===== config.mk =====
export PLATFORM = sky130hd
export DESIGN_NAME = serial_vec_loader
export DESIGN_NICKNAME = d
export VERILOG_FILES = /design/src/rtl/serial_vec_pkg.sv /design/src/rtl/serial_vec_assembler.sv /design/src/rtl/serial_vec_loader.sv
export SDC_FILE = /design/constraint.sdc
export NUM_CORES = 1
export LEC_CHECK = 0
export ABC_AREA = 1
export CORE_MARGIN = 8
export CORE_UTILIZATION = 45
export CTS_CLUSTER_SIZE = 8
export DETAILED_ROUTE_END_ITERATION = 8
export PLACE_DENSITY_LB_ADDON = 0.3
export SYNTH_ARGS = -nofsm -noshare
export SYNTH_HDL_FRONTEND = slang
export SYNTH_HIERARCHICAL = 1
export SYNTH_SLANG_ARGS = --single-unit
export TNS_END_PERCENT = 30

===== constraint.sdc =====
create_clock -name CLK -period 3 [get_ports CLK]
set_input_delay 0.3 -clock CLK [delete_from_list [all_inputs] [get_ports CLK]]
set_output_delay 0.3 -clock CLK [all_outputs]
set_load 0.1 [all_outputs]

===== src/rtl/serial_vec_pkg.sv =====
`default_nettype none
// ---------------------------------------------------------------------------
// serial_vec_pkg -- state encoding, default sizing, frame-length helper
// Rev 1.0
// ---------------------------------------------------------------------------
package serial_vec_pkg;

  localparam int DEF_WORD_W       = 16;
  localparam int DEF_MAX_FEATURES = 6;
  localparam int DEF_DEPTH        = 1024;
  localparam int DEF_ADDR_W       = 10;

  typedef enum logic [1:0] {
    ST_IDLE = 2'd0,
    ST_LOAD = 2'd1,
    ST_DONE = 2'd2
  } state_t;

  // Bits per serial frame: feat feature words plus the target word.
  function automatic int unsigned frame_len(input logic [3:0] feat,
                                            input int unsigned word_w);
    return (32'(feat) + 32'd1) * word_w;
  endfunction

endpackage
`default_nettype wire


===== src/rtl/serial_vec_assembler.sv =====
`default_nettype none
// ---------------------------------------------------------------------------
// serial_vec_assembler -- LSB-first bit collector for one vector frame
// Rev 1.0
// ---------------------------------------------------------------------------
module serial_vec_assembler
  import serial_vec_pkg::*;
#(
  parameter int DATA_W = 112,
  parameter int CNT_W  = 7
) (
  input  logic              clk,
  input  logic              rst,
  input  logic              clear,
  input  logic              shift_en,
  input  logic              bit_in,
  input  logic [CNT_W-1:0]  len,
  output logic              last_bit,
  output logic [DATA_W-1:0] vec
);

  logic [CNT_W-1:0]  cnt_q, cnt_d;
  logic [DATA_W-1:0] asm_q, asm_d;

  // vec already contains the bit being consumed this cycle, so the parent
  // can capture a complete vector on the final bit without waiting.
  always_comb begin
    vec = asm_q;
    for (int i = 0; i < DATA_W; i++) begin
      if (shift_en && (CNT_W'(i) == cnt_q)) begin
        vec[i] = bit_in;
      end
    end
    last_bit = shift_en && (cnt_q == (len - 1'b1));

    cnt_d = cnt_q;
    asm_d = asm_q;
    if (clear || last_bit) begin
      cnt_d = '0;
      asm_d = '0;
    end else if (shift_en) begin
      cnt_d = cnt_q + 1'b1;
      asm_d = vec;
    end
  end

  always_ff @(posedge clk) begin
    if (rst) begin
      cnt_q <= '0;
      asm_q <= '0;
    end else begin
      cnt_q <= cnt_d;
      asm_q <= asm_d;
    end
  end

endmodule
`default_nettype wire


===== src/rtl/serial_vec_loader.sv =====
`default_nettype none
// ---------------------------------------------------------------------------
// serial_vec_loader -- deserialises num_dp feature/target vectors into writes
// Rev 1.0
// ---------------------------------------------------------------------------
module serial_vec_loader
  import serial_vec_pkg::*;
#(
  parameter int  WORD_W       = DEF_WORD_W,
  parameter int  MAX_FEATURES = DEF_MAX_FEATURES,
  parameter int  DEPTH        = DEF_DEPTH,
  parameter int  ADDR_W       = DEF_ADDR_W,
  localparam int DATA_W       = WORD_W * (MAX_FEATURES + 1)
) (
  input  logic              CLK,
  input  logic              RST,
  input  logic              start,
  input  logic [ADDR_W:0]   num_dp,
  input  logic [3:0]        feat,
  input  logic              ser,
  input  logic              ser_valid,
  output logic              wr_en,
  output logic [ADDR_W-1:0] addr,
  output logic [DATA_W-1:0] data,
  output logic              busy,
  output logic              done,
  output logic              err
);

  localparam int CNT_W = $clog2(DATA_W + 1);

  state_t            state_q, state_d;
  logic [ADDR_W:0]   num_q, num_d;
  logic [CNT_W-1:0]  len_q, len_d;
  logic [ADDR_W-1:0] idx_q, idx_d;
  logic [ADDR_W-1:0] addr_q, addr_d;
  logic [DATA_W-1:0] data_q, data_d;
  logic              wr_en_q, wr_en_d;
  logic              err_q, err_d;

  logic [31:0]       feat_ext, num_ext;
  logic              params_ok, can_start, accept;
  logic              asm_shift, asm_last;
  logic [DATA_W-1:0] asm_vec;

  assign feat_ext  = 32'(feat);
  assign num_ext   = 32'(num_dp);
  assign params_ok = (feat_ext >= 32'd1) && (feat_ext <= 32'(MAX_FEATURES)) &&
                     (num_ext  >= 32'd1) && (num_ext  <= 32'(DEPTH));
  assign can_start = (state_q == ST_IDLE) || (state_q == ST_DONE);
  assign accept    = can_start && start && params_ok;
  assign asm_shift = (state_q == ST_LOAD) && ser_valid;

  serial_vec_assembler #(
    .DATA_W (DATA_W),
    .CNT_W  (CNT_W)
  ) u_asm (
    .clk      (CLK),
    .rst      (RST),
    .clear    (accept),
    .shift_en (asm_shift),
    .bit_in   (ser),
    .len      (len_q),
    .last_bit (asm_last),
    .vec      (asm_vec)
  );

  always_comb begin
    state_d = state_q;
    num_d   = num_q;
    len_d   = len_q;
    idx_d   = idx_q;
    addr_d  = addr_q;
    data_d  = data_q;
    wr_en_d = 1'b0;
    err_d   = 1'b0;

    unique case (state_q)
      ST_IDLE, ST_DONE: begin
        if (accept) begin
          state_d = ST_LOAD;
          num_d   = num_dp;
          len_d   = CNT_W'(frame_len(feat, WORD_W));
          idx_d   = '0;
        end else if (start) begin
          err_d = 1'b1;
        end
      end
      ST_LOAD: begin
        if (asm_last) begin
          wr_en_d = 1'b1;
          addr_d  = idx_q;
          data_d  = asm_vec;
          // Index stops at num_dp-1; the final strobe also ends the load.
          if (((ADDR_W+1)'(idx_q) + 1'b1) == num_q) begin
            state_d = ST_DONE;
          end else begin
            idx_d = idx_q + 1'b1;
          end
        end
      end
      default: state_d = ST_IDLE;
    endcase
  end

  always_ff @(posedge CLK) begin
    if (RST) begin
      state_q <= ST_IDLE;
      num_q   <= '0;
      len_q   <= '0;
      idx_q   <= '0;
      addr_q  <= '0;
      data_q  <= '0;
      wr_en_q <= 1'b0;
      err_q   <= 1'b0;
    end else begin
      state_q <= state_d;
      num_q   <= num_d;
      len_q   <= len_d;
      idx_q   <= idx_d;
      addr_q  <= addr_d;
      data_q  <= data_d;
      wr_en_q <= wr_en_d;
      err_q   <= err_d;
    end
  end

  assign wr_en = wr_en_q;
  assign addr  = addr_q;
  assign data  = data_q;
  assign err   = err_q;
  assign busy  = (state_q == ST_LOAD);
  assign done  = (state_q == ST_DONE);

endmodule
`default_nettype wire


==> results.json, run 1 <==
{
  "antenna_found_initial": 0,
  "synth.top_cell.area_share_pct": 44.8,
  "synthMuxAreaShare_pct": 0,
  "synth_edf_count": 0,
  "clock_path_buffers": 3,
  "vias": 11100,
  "synth.largest_area_cell": "dfxtp_1",
  "die_x_um": 179,
  "path_buf_inv": 4,
  "yosysWarnings": 6,
  "maxSlewHeadroom_pct": 34.7,
  "period_minus_slack_ns": 2.64,
  "crit_chain": "inv_1 > nor2_4 > inv_1 > nor2_1 > inv_2 > nor3_4 > nand3_1 > o21a_1 > inv_1 > nand3_1 > a21oi_1",
  "synth_compound_area_share_pct": 12.1,
  "final_util_pct": 54.3,
  "hold_class": "in -> reg",
  "r2r_setup_slack_ns": 0.36,
  "firstDrtPassIters": 5,
  "period_share_pct": 87.9,
  "netlist_top_cells_area": "dfxtp_1, nand2_1, inv_1, nand3_1, a21oi_1",
  "rsz0062_at_grt": "false",
  "hpwl_um": 21600,
  "numCtsBuffers": 39,
  "max-vdd-ir-drop_uv": 396,
  "max_freq_ghz": 0.379,
  "fp.dieArea_mm2": 0.0322,
  "end_kind": "register",
  "synth-simple-area-share_pct": 29.6,
  "clock-skew-final_ns": 0.0181,
  "synth_top_family_by_area": "simple AND/OR/NAND/NOR gates",
  "regToRegEndpoint": "data[6]",
  "drc": 0,
  "avgSynthCellArea_um2": 6.98,
  "yosys_most_used_dff": "dfxtp_1",
  "fp.dieH_um": 179,
  "grt_max_degree": 103,
  "pin_count": 146,
  "critPathSlowestCell": "nor3_4",
  "coreArea_mm2": 0.0266,
  "tightest_slew_ns": 0.977,
  "path_clk_slew_ns": 0.05,
  "required_ns": 3.43,
  "gr-total-overflow": 0,
  "cts_setup_buffers": 0,
  "powerDensity_mw_per_mm2": 543,
  "synth_xor_area_share_pct": 0.655,
  "viasPerCell": 5.07,
  "grt_usage_pct": 20.1,
  "diodes": 0,
  "postSynthCellCount": 1724,
  "root_buffer": "clkbuf_16",
  "ys_ff_latch": 269,
  "insertion_delay_ns": 0.51,
  "startpoint_type": "register",
  "num_rows": 60,
  "hold_violations": 0,
  "rr_worst_depth": 11,
  "ys_types": 37,
  "setup_viol": 0,
  "path_class": "reg -> reg",
  "drv_slew": 0,
  "cp-startpoint": "state_q[0]",
  "timing.setup.tns_ns": 0,
  "r2r-start": "state_q[0]",
  "drt_iter0_drc": 862,
  "ant_nets": 0,
  "synth_adder_area_share_pct": 1.04,
  "io_buffer_count": 145,
  "htreeDepth": 2,
  "path_max_fanout": 16,
  "crit_end": "data[6]",
  "hold_buffers": 0,
  "ys_seq_area_share_pct": 44.8,
  "area_growth_syn_to_layout_pct": 20.0,
  "max_stage_delay_ns": 0.56,
  "wirelength_um": 33300,
  "crit_top_cell": "inv_1",
  "layout_commonest_cell": "nand2_1",
  "drive_gt1_share_pct": 13.3,
  "numClockSinks": 269,
  "cap_violations": 0,
  "cts_tree": "done",
  "grt_pass1_wl_um": 54500,
  "gp_congestion": 0.864,
  "final_cell_mix": "nand2_1, dfxtp_1, inv_1",
  "p_leak_nw": 6.07,
  "cp.depth": 11,
  "status": "complete, no violations",
  "critical_path.top_delay_family": "simple AND/OR/NAND/NOR gates",
  "grt_pass1_vias": 10700,
  "nets": 1880,
  "avgRoutedWirePerCell_um": 15.2,
  "cts_resized": 0,
  "netlist_area_mm2": 0.0120,
  "crit_arrival_ns": 3.07,
  "start_util_pct": 45.3,
  "async_flop_share_pct": 0
}
-- worst min-delay path, cell delays in order --
cell     delay (ns)
buf_4          0.11
nor2_1         0.07
nand2_4        0.21
nor2_1         0.06
-- worst min-delay path by stage --
stage                     cells past startpoint             end  slack [ns]       from
final                                         4  u_asm/cnt_q[0]        0.29        RST
after global routing                          4  u_asm/asm_q[3]        0.31        RST
after floorplan                               1        len_q[4]        0.39    feat[0]
after global placement                        2         addr[2]        0.45    addr[2]
after detailed placement                      2       data[104]        0.45  data[104]
after CTS                                     4  u_asm/cnt_q[0]        0.28        RST
-- per-layer routing --
layer	GRT usage (%)	up-vias	share of wire [%]
met4	7.34	0	2.8
met2	33.7	285	47
li1	-	5631	-
met1	25.4	5143	45
met5	0	-	0
met3	4.01	62	5.7
-- layout make-up --
cell class / count / area, um^2
tap: 341 / 427
timing repair buffer: 173 / 1400
fill: 2592 / 12100
clock buffer: 42 / 1020
sequential: 269 / 5390
inverter: 234 / 890
clock inverter: 2 / 25.0
multi-input combinational: 1133 / 5280
-- power breakdown --
part           internal [W]  switching (W)
registers           0.00361      0.0000297
logic              0.000106       0.000269
clock network       0.00237        0.00146
-- stage by stage --
step	cell area (um^2)	total power, W	std cells	setup slack (ns)	hold slack [ns]
2_1_floorplan	12100	0.00398	1735	0.333	0.390
3_3_place_gp	13400	0.00407	2150	0.324	0.450
3_5_place_dp	13400	0.00408	2150	0.293	0.454
4_1_cts	14400	0.00793	2194	0.339	0.281
5_1_grt	14400	0.00812	2194	0.0775	0.306
6_report	14400	0.00784	2194	0.362	0.288
-- cell usage after synthesis, drive strengths merged, types with 10 or more instances --
| master | n |
|---|---|
| nor3 | 12 |
| ha | 10 |
| inv | 233 |
| nand3 | 170 |
| nor2 | 197 |
| clkbuf | 56 |
| buf | 43 |
| o21ai | 117 |
| nand2 | 431 |
| dfxtp | 269 |
| a21oi | 146 |
| o21a | 13 |
-- logic make-up (layout without fill, tap and decap cells) --
family                   Yosys count  in the layout
buffers and inverters            333            451
adder cells (fa/ha/maj)           10             10
XOR/XNOR                           9              9
other                              1             12
AO/OA/AOI/OAI                    279            279
flip-flops                       269            269
AND/OR/NAND/NOR                  823            823
-- sequential cells by signal, summed over array words and instances (netlist names) --
signal       flops
addr            10
data           112
err              1
idx_q           10
len_q            3
num_q           11
state_q          2
u_asm/asm_q    112
u_asm/cnt_q      7
wr_en            1
(Power assumes the default switching activity.)
==> inputs of run 2 (changes only) <==
--- a/config.mk
+++ b/config.mk
@@ -10,6 +10,7 @@
 export CORE_UTILIZATION = 45
 export CTS_CLUSTER_SIZE = 8
 export DETAILED_ROUTE_END_ITERATION = 8
+export HOLD_SLACK_MARGIN = 0.1
 export PLACE_DENSITY_LB_ADDON = 0.3
 export SYNTH_ARGS = -nofsm -noshare
 export SYNTH_HDL_FRONTEND = slang
==> constraint.sdc (replaced) <==
create_clock -name CLK -period 3 [get_ports CLK]
set_input_delay 0.3 -clock CLK [delete_from_list [all_inputs] [get_ports CLK]]
set_output_delay 0.3 -clock CLK [all_outputs]
set_load 0.02 [all_outputs]
==> run 2 against run 1 <==
Compared with the run above: clock-buffer cell count decreased by 1; sequential cell count unchanged; utilization increased by 1.3 points; routed wire length increased by 1.1%; power decreased by 0.42%; cell area increased by 2.4%; register-to-register slack got worse by 0.10 ns; clock skew increased by 0.0014 ns; sequential share of layout area decreased by 0.89 points; highest routed layer unchanged.
==> results.json, run 2 (synthesis results as in run 1) <==
{
  "timing.setup.tns_ns": 0,
  "hold_end": "u_asm/asm_q[26]",
  "drive_gt1_share_pct": 6.84,
  "critical_path.top_delay_family": "simple AND/OR/NAND/NOR gates",
  "clock_path_buffers": 3,
  "critPathSlowestCell": "nor4_4",
  "total_power_w": 0.00780,
  "viasPerCell": 5.05,
  "fin_cells": 2199,
  "hold_buffers": 0,
  "crit_top_cell": "inv_1",
  "hp-start": "ser",
  "end_kind": "register",
  "path_buf_inv": 4,
  "path_class": "reg -> reg",
  "rr_worst_depth": 11,
  "diodes": 0,
  "clock-skew-final_ns": 0.0195,
  "holdPathStages": 3,
  "path_max_fanout": 12,
  "htreeDepth": 2,
  "status": "complete, no violations",
  "fp.dieH_um": 179,
  "ant_nets": 0,
  "path_clk_slew_ns": 0.05,
  "hold_violations": 0,
  "cts_resized": 0,
  "antenna_found_initial": 0,
  "gr-total-overflow": 0,
  "grt_usage_pct": 20.4,
  "dp.cells": 2156,
  "hpwl_um": 21800,
  "num_rows": 60,
  "gp_congestion": 0.864,
  "p_leak_nw": 5.84,
  "fp.dieArea_mm2": 0.0322,
  "max-vdd-ir-drop_uv": 354,
  "pin_count": 146,
  "final_cell_mix": "nand2_1, dfxtp_1, inv_1",
  "startpoint_type": "register",
  "root_buffer": "clkbuf_16",
  "start_util_pct": 45.3,
  "drv_slew": 0,
  "insertion_delay_ns": 0.52,
  "setup_viol": 0,
  "coreArea_mm2": 0.0266,
  "tightest_slew_ns": 0.879,
  "period_minus_slack_ns": 2.74,
  "drt_iter0_drc": 853,
  "drc": 0,
  "maxSlewHeadroom_pct": 41.4,
  "area_growth_syn_to_layout_pct": 22.9,
  "io_buffer_count": 145,
  "numClockSinks": 269,
  "grt_pass1_wl_um": 55000,
  "required_ns": 3.35,
  "period_share_pct": 91.3,
  "r2r-start": "state_q[0]",
  "grt_max_degree": 106,
  "die_x_um": 179,
  "whs_ns": 0.207,
  "grt_pass1_vias": 10600,
  "firstDrtPassIters": 6,
  "layout_commonest_cell": "nand2_1",
  "cts_tree": "done",
  "cts_setup_buffers": 0,
  "cap_violations": 0,
  "vias": 11100,
  "r2r_setup_slack_ns": 0.26,
  "max_stage_delay_ns": 0.68,
  "rsz0062_at_grt": "false",
  "avgRoutedWirePerCell_um": 15.3,
  "max_freq_ghz": 0.365,
  "hold_class": "in -> reg",
  "crit_arrival_ns": 3.09,
  "numCtsBuffers": 39,
  "wirelength_um": 33600,
  "crit_chain": "inv_1 > nor2_4 > inv_1 > nor2_1 > inv_2 > nor4_4 > nand2_1 > o21ai_0 > inv_1 > nand3_1 > a21oi_1",
  "regToRegEndpoint": "data[20]",
  "nets": 1886,
  "final_util_pct": 55.6,
  "powerDensity_mw_per_mm2": 528
}
## run 2: cell count changes in the layout (fill, tap and decap cells not counted)
cell	previous run	this run
buf_12	5	6
buf_4	149	29
clkbuf_16	40	39
clkdlybuf4s50_1	18	143
clkinv_8	1	2
inv_6	3	2
## run 2: area by class of cell
class                   instances  area (um^2)
clock buffers                  41          993
multi-input cells            1133         5280
inverters                     234          890
repair buffers                179         1770
flip-flops and latches        269         5390
clock inverters                 2         32.5
well taps                     341          427
fillers                      2560        11800
## run 2: power breakdown
part	internal [W]	leakage (nW)	switching [W]	total [W]
Combinational	0.000112	3.17	0.000256	0.000368
Clock	0.00232	0.503	0.00148	0.00380
Sequential	0.00361	2.17	0.0000315	0.00364
## run 2: metrics by stage
step | instance area [um^2] | setup slack, ns
2_1_floorplan | 12100 | 0.369
5_1_grt | 14800 | 0.0612
3_5_place_dp | 13800 | 0.204
3_3_place_gp | 13800 | 0.256
4_1_cts | 14800 | 0.304
6_report | 14800 | 0.260
## run 2: routing by layer
metal | share of wire, % | routed length [um] | GRT usage, %
met1 | 45 | 15100 | 25.8
met4 | 2.4 | 823 | 7.24
met5 | 0 | 0 | 0
met2 | 46 | 15600 | 34.0
met3 | 6.2 | 2090 | 4.31
## run 2: worst max-delay path by stage
stage / start / end / slack, ns / cells past startpoint
final: state_q[0] / data[20] / 0.26 / 11
after global routing: state_q[0] / data[30] / 0.06 / 8
after CTS: state_q[0] / data[74] / 0.30 / 8
after detailed placement: ser_valid / data[20] / 0.20 / 10
after global placement: ser_valid / data[20] / 0.26 / 10
after floorplan: state_q[0] / data[10] / 0.37 / 16
## run 2: worst reg2reg max path: stages (launching register included)
cell,delay [ns]
dfxtp_1,0.40
inv_1,0.11
nor2_4,0.09
inv_1,0.11
nor2_1,0.28
inv_2,0.25
nor4_4,0.69
nand2_1,0.15
o21ai_0,0.26
inv_1,0.07
nand3_1,0.09
a21oi_1,0.07
==> inputs of run 3 (changes only) <==
--- a/config.mk
+++ b/config.mk
@@ -6,12 +6,15 @@
 export NUM_CORES = 1
 export LEC_CHECK = 0
 export ABC_AREA = 1
+export CELL_PAD_IN_SITES_DETAIL_PLACEMENT = 1
+export CELL_PAD_IN_SITES_GLOBAL_PLACEMENT = 1
 export CORE_MARGIN = 8
-export CORE_UTILIZATION = 45
+export CORE_UTILIZATION = 40
 export CTS_CLUSTER_SIZE = 8
 export DETAILED_ROUTE_END_ITERATION = 8
 export HOLD_SLACK_MARGIN = 0.1
 export PLACE_DENSITY_LB_ADDON = 0.3
+export RECOVER_POWER = 25
 export SYNTH_ARGS = -nofsm -noshare
 export SYNTH_HDL_FRONTEND = slang
 export SYNTH_HIERARCHICAL = 1
==> run 3 against run 2 <==
Compared with the run above: sequential share of layout area is 0.33 points lower; final cell count is 2.6% higher; cell area grew 0.91%; critical path type unchanged; worst hold slack better by 0.18 ns; routed wire length grew 15%; register-to-register slack lost 0.03 ns; setup slack worse by 0.026 ns; clock power rose by 2%; power is 1.1% higher; critical path depth grew 1; clock skew is 0.0015 ns lower.
==> results.json, run 3 (synthesis results as in run 1) <==
{
  "vias": 11500,
  "end_kind": "register",
  "seq_area_mm2": 0.00539,
  "fp.dieH_um": 189,
  "nets": 1894,
  "gr-total-overflow": 0,
  "drt_iter0_drc": 635,
  "met3_usage_pct": 3.92,
  "antenna_found_initial": 0,
  "maxSlewHeadroom_pct": 31.1,
  "drc": 0,
  "start_util_pct": 40.6,
  "drive_gt1_share_pct": 7.18,
  "p_sw_w": 0.00180,
  "period_minus_slack_ns": 2.77,
  "pin_count": 146,
  "powerDensity_mw_per_mm2": 529,
  "firstDrtPassIters": 5,
  "numClockSinks": 269,
  "hold_violations": 0,
  "numCtsBuffers": 39,
  "status": "complete, no violations",
  "path_class": "reg -> reg",
  "required_ns": 3.36,
  "path_clk_slew_ns": 0.05,
  "hpwl_um": 26600,
  "combPwrFrac_pct": 4.8,
  "setup_viol": 0,
  "final_cell_mix": "nand2_1, dfxtp_1, inv_1",
  "grt_use_met2_pct": 37.8,
  "max_freq_ghz": 0.362,
  "avgRoutedWirePerCell_um": 17.1,
  "clock-skew-final_ns": 0.0179,
  "fill_cells": 3805,
  "cts_tree": "done",
  "insertion_delay_ns": 0.52,
  "top_usage_layer": "met2",
  "switching_share_pct": 22.8,
  "diodes": 0,
  "clkPwrFrac_pct": 49.1,
  "htreeDepth": 2,
  "multiInputGateArea_mm2": 0.00529,
  "rsz0062_at_grt": "false",
  "ant_nets": 0,
  "fin_cells": 2257,
  "cts_setup_buffers": 0,
  "timing.setup.tns_ns": 0,
  "gp_congestion": 0.849,
  "seqPwrFrac_pct": 46.1,
  "drv_slew": 0,
  "grt_pass1_vias": 12100,
  "num_rows": 63,
  "dp.cells": 2212,
  "hold_class": "in -> reg",
  "coreArea_mm2": 0.0296,
  "viasPerCell": 5.11,
  "p_int_w": 0.00609,
  "tightest_slew_ns": 1.03,
  "grt_max_degree": 96,
  "clock_path_buffers": 3,
  "cap_violations": 0,
  "root_buffer": "clkbuf_16",
  "io_buffer_count": 145,
  "fp.dieArea_mm2": 0.0359,
  "period_share_pct": 92.2,
  "grt_pass1_wl_um": 63600,
  "met1_usage_pct": 26.6,
  "wirelength_um": 38700,
  "area_growth_syn_to_layout_pct": 24.0,
  "startpoint_type": "register",
  "path_max_fanout": 12,
  "p_leak_nw": 6.18,
  "grt_usage_pct": 21.5,
  "layout_commonest_cell": "nand2_1",
  "max-vdd-ir-drop_uv": 333,
  "die_x_um": 189,
  "crit_arrival_ns": 3.12
}
## run 3: cell types whose count changed in the layout (fill, tap and decap cells not counted)
cell	before	now
dlygate4sd3_1	0	84
clkdlybuf4s50_1	143	60
buf_4	29	36
buf_12	6	5
clkbuf_1	1	2
clkbuf_16	39	40
clkinv_8	2	1
inv_6	2	3
nor4_2	1	0
nor4_4	5	6
## run 3: metal layers
metal / routed length (um) / vias to the layer above
met5: 0 / -
met4: 875 / 0
met3: 1840 / 73
met2: 19000 / 236
met1: 17000 / 5571
li1: - / 5646
## run 3: area by class of cell
class | instances | share of cell area [%]
flip-flops and latches | 269 | 36.1
well taps | 390 | 3.27
multi-input cells | 1133 | 35.5
clock buffers | 42 | 6.83
clock inverters | 2 | 0.168
inverters | 234 | 5.96
repair buffers | 187 | 12.2
## run 3: worst paths after layout
kind / from / end / slack (ns) / cells past startpoint
worst max register to register: state_q[0] / data[58] / 0.23 / 12
worst max-delay path: state_q[0] / data[58] / 0.23 / 12
worst min-delay path: num_dp[0] / num_q[0] / 0.39 / 3
worst min register to register: data[4] / data[4] / 0.46 / 2
## run 3: what timing repair did
action	in CTS	in global routing
endpoints found under the setup margin	0	4
hold buffers	1	0
endpoints found under the hold margin	5	0
gates resized for setup	0	1
## run 3: metrics by stage
step / instance area [um^2] / power (W) / worst slack, ns / hold WS, ns / util [%]
2_1_floorplan: 12100 / 0.00396 / 0.369 / 0.390 / -
3_3_place_gp: 13900 / 0.00408 / 0.264 / 0.449 / 46.8
3_5_place_dp: 13900 / 0.00409 / 0.225 / 0.456 / 46.8
4_1_cts: 14900 / 0.00799 / 0.229 / 0.371 / 50.3
5_1_grt: 14900 / 0.00820 / 0.000886 / 0.407 / 50.3
6_report: 14900 / 0.00789 / 0.234 / 0.386 / 50.3
## run 3: power by group through the flow
stage	combinational [W]	sequential (W)	clock, W
after floorplan	0.000268	0.00369	0
after global placement	0.000370	0.00371	0
after detailed placement	0.000379	0.00371	0
after CTS	0.000382	0.00364	0.00397
after global routing	0.000423	0.00363	0.00414
final	0.000381	0.00364	0.00387
## run 3: critical path, stage by stage (launching register included)
cell     delay, ns
dfxtp_1       0.42
inv_1         0.12
nor2_4        0.11
inv_1         0.14
nor2_1        0.12
buf_4         0.18
inv_2         0.19
nor4_4        0.47
nand2_1       0.19
o21ai_0       0.37
inv_1         0.09
nand3_1       0.11
a21oi_1       0.08
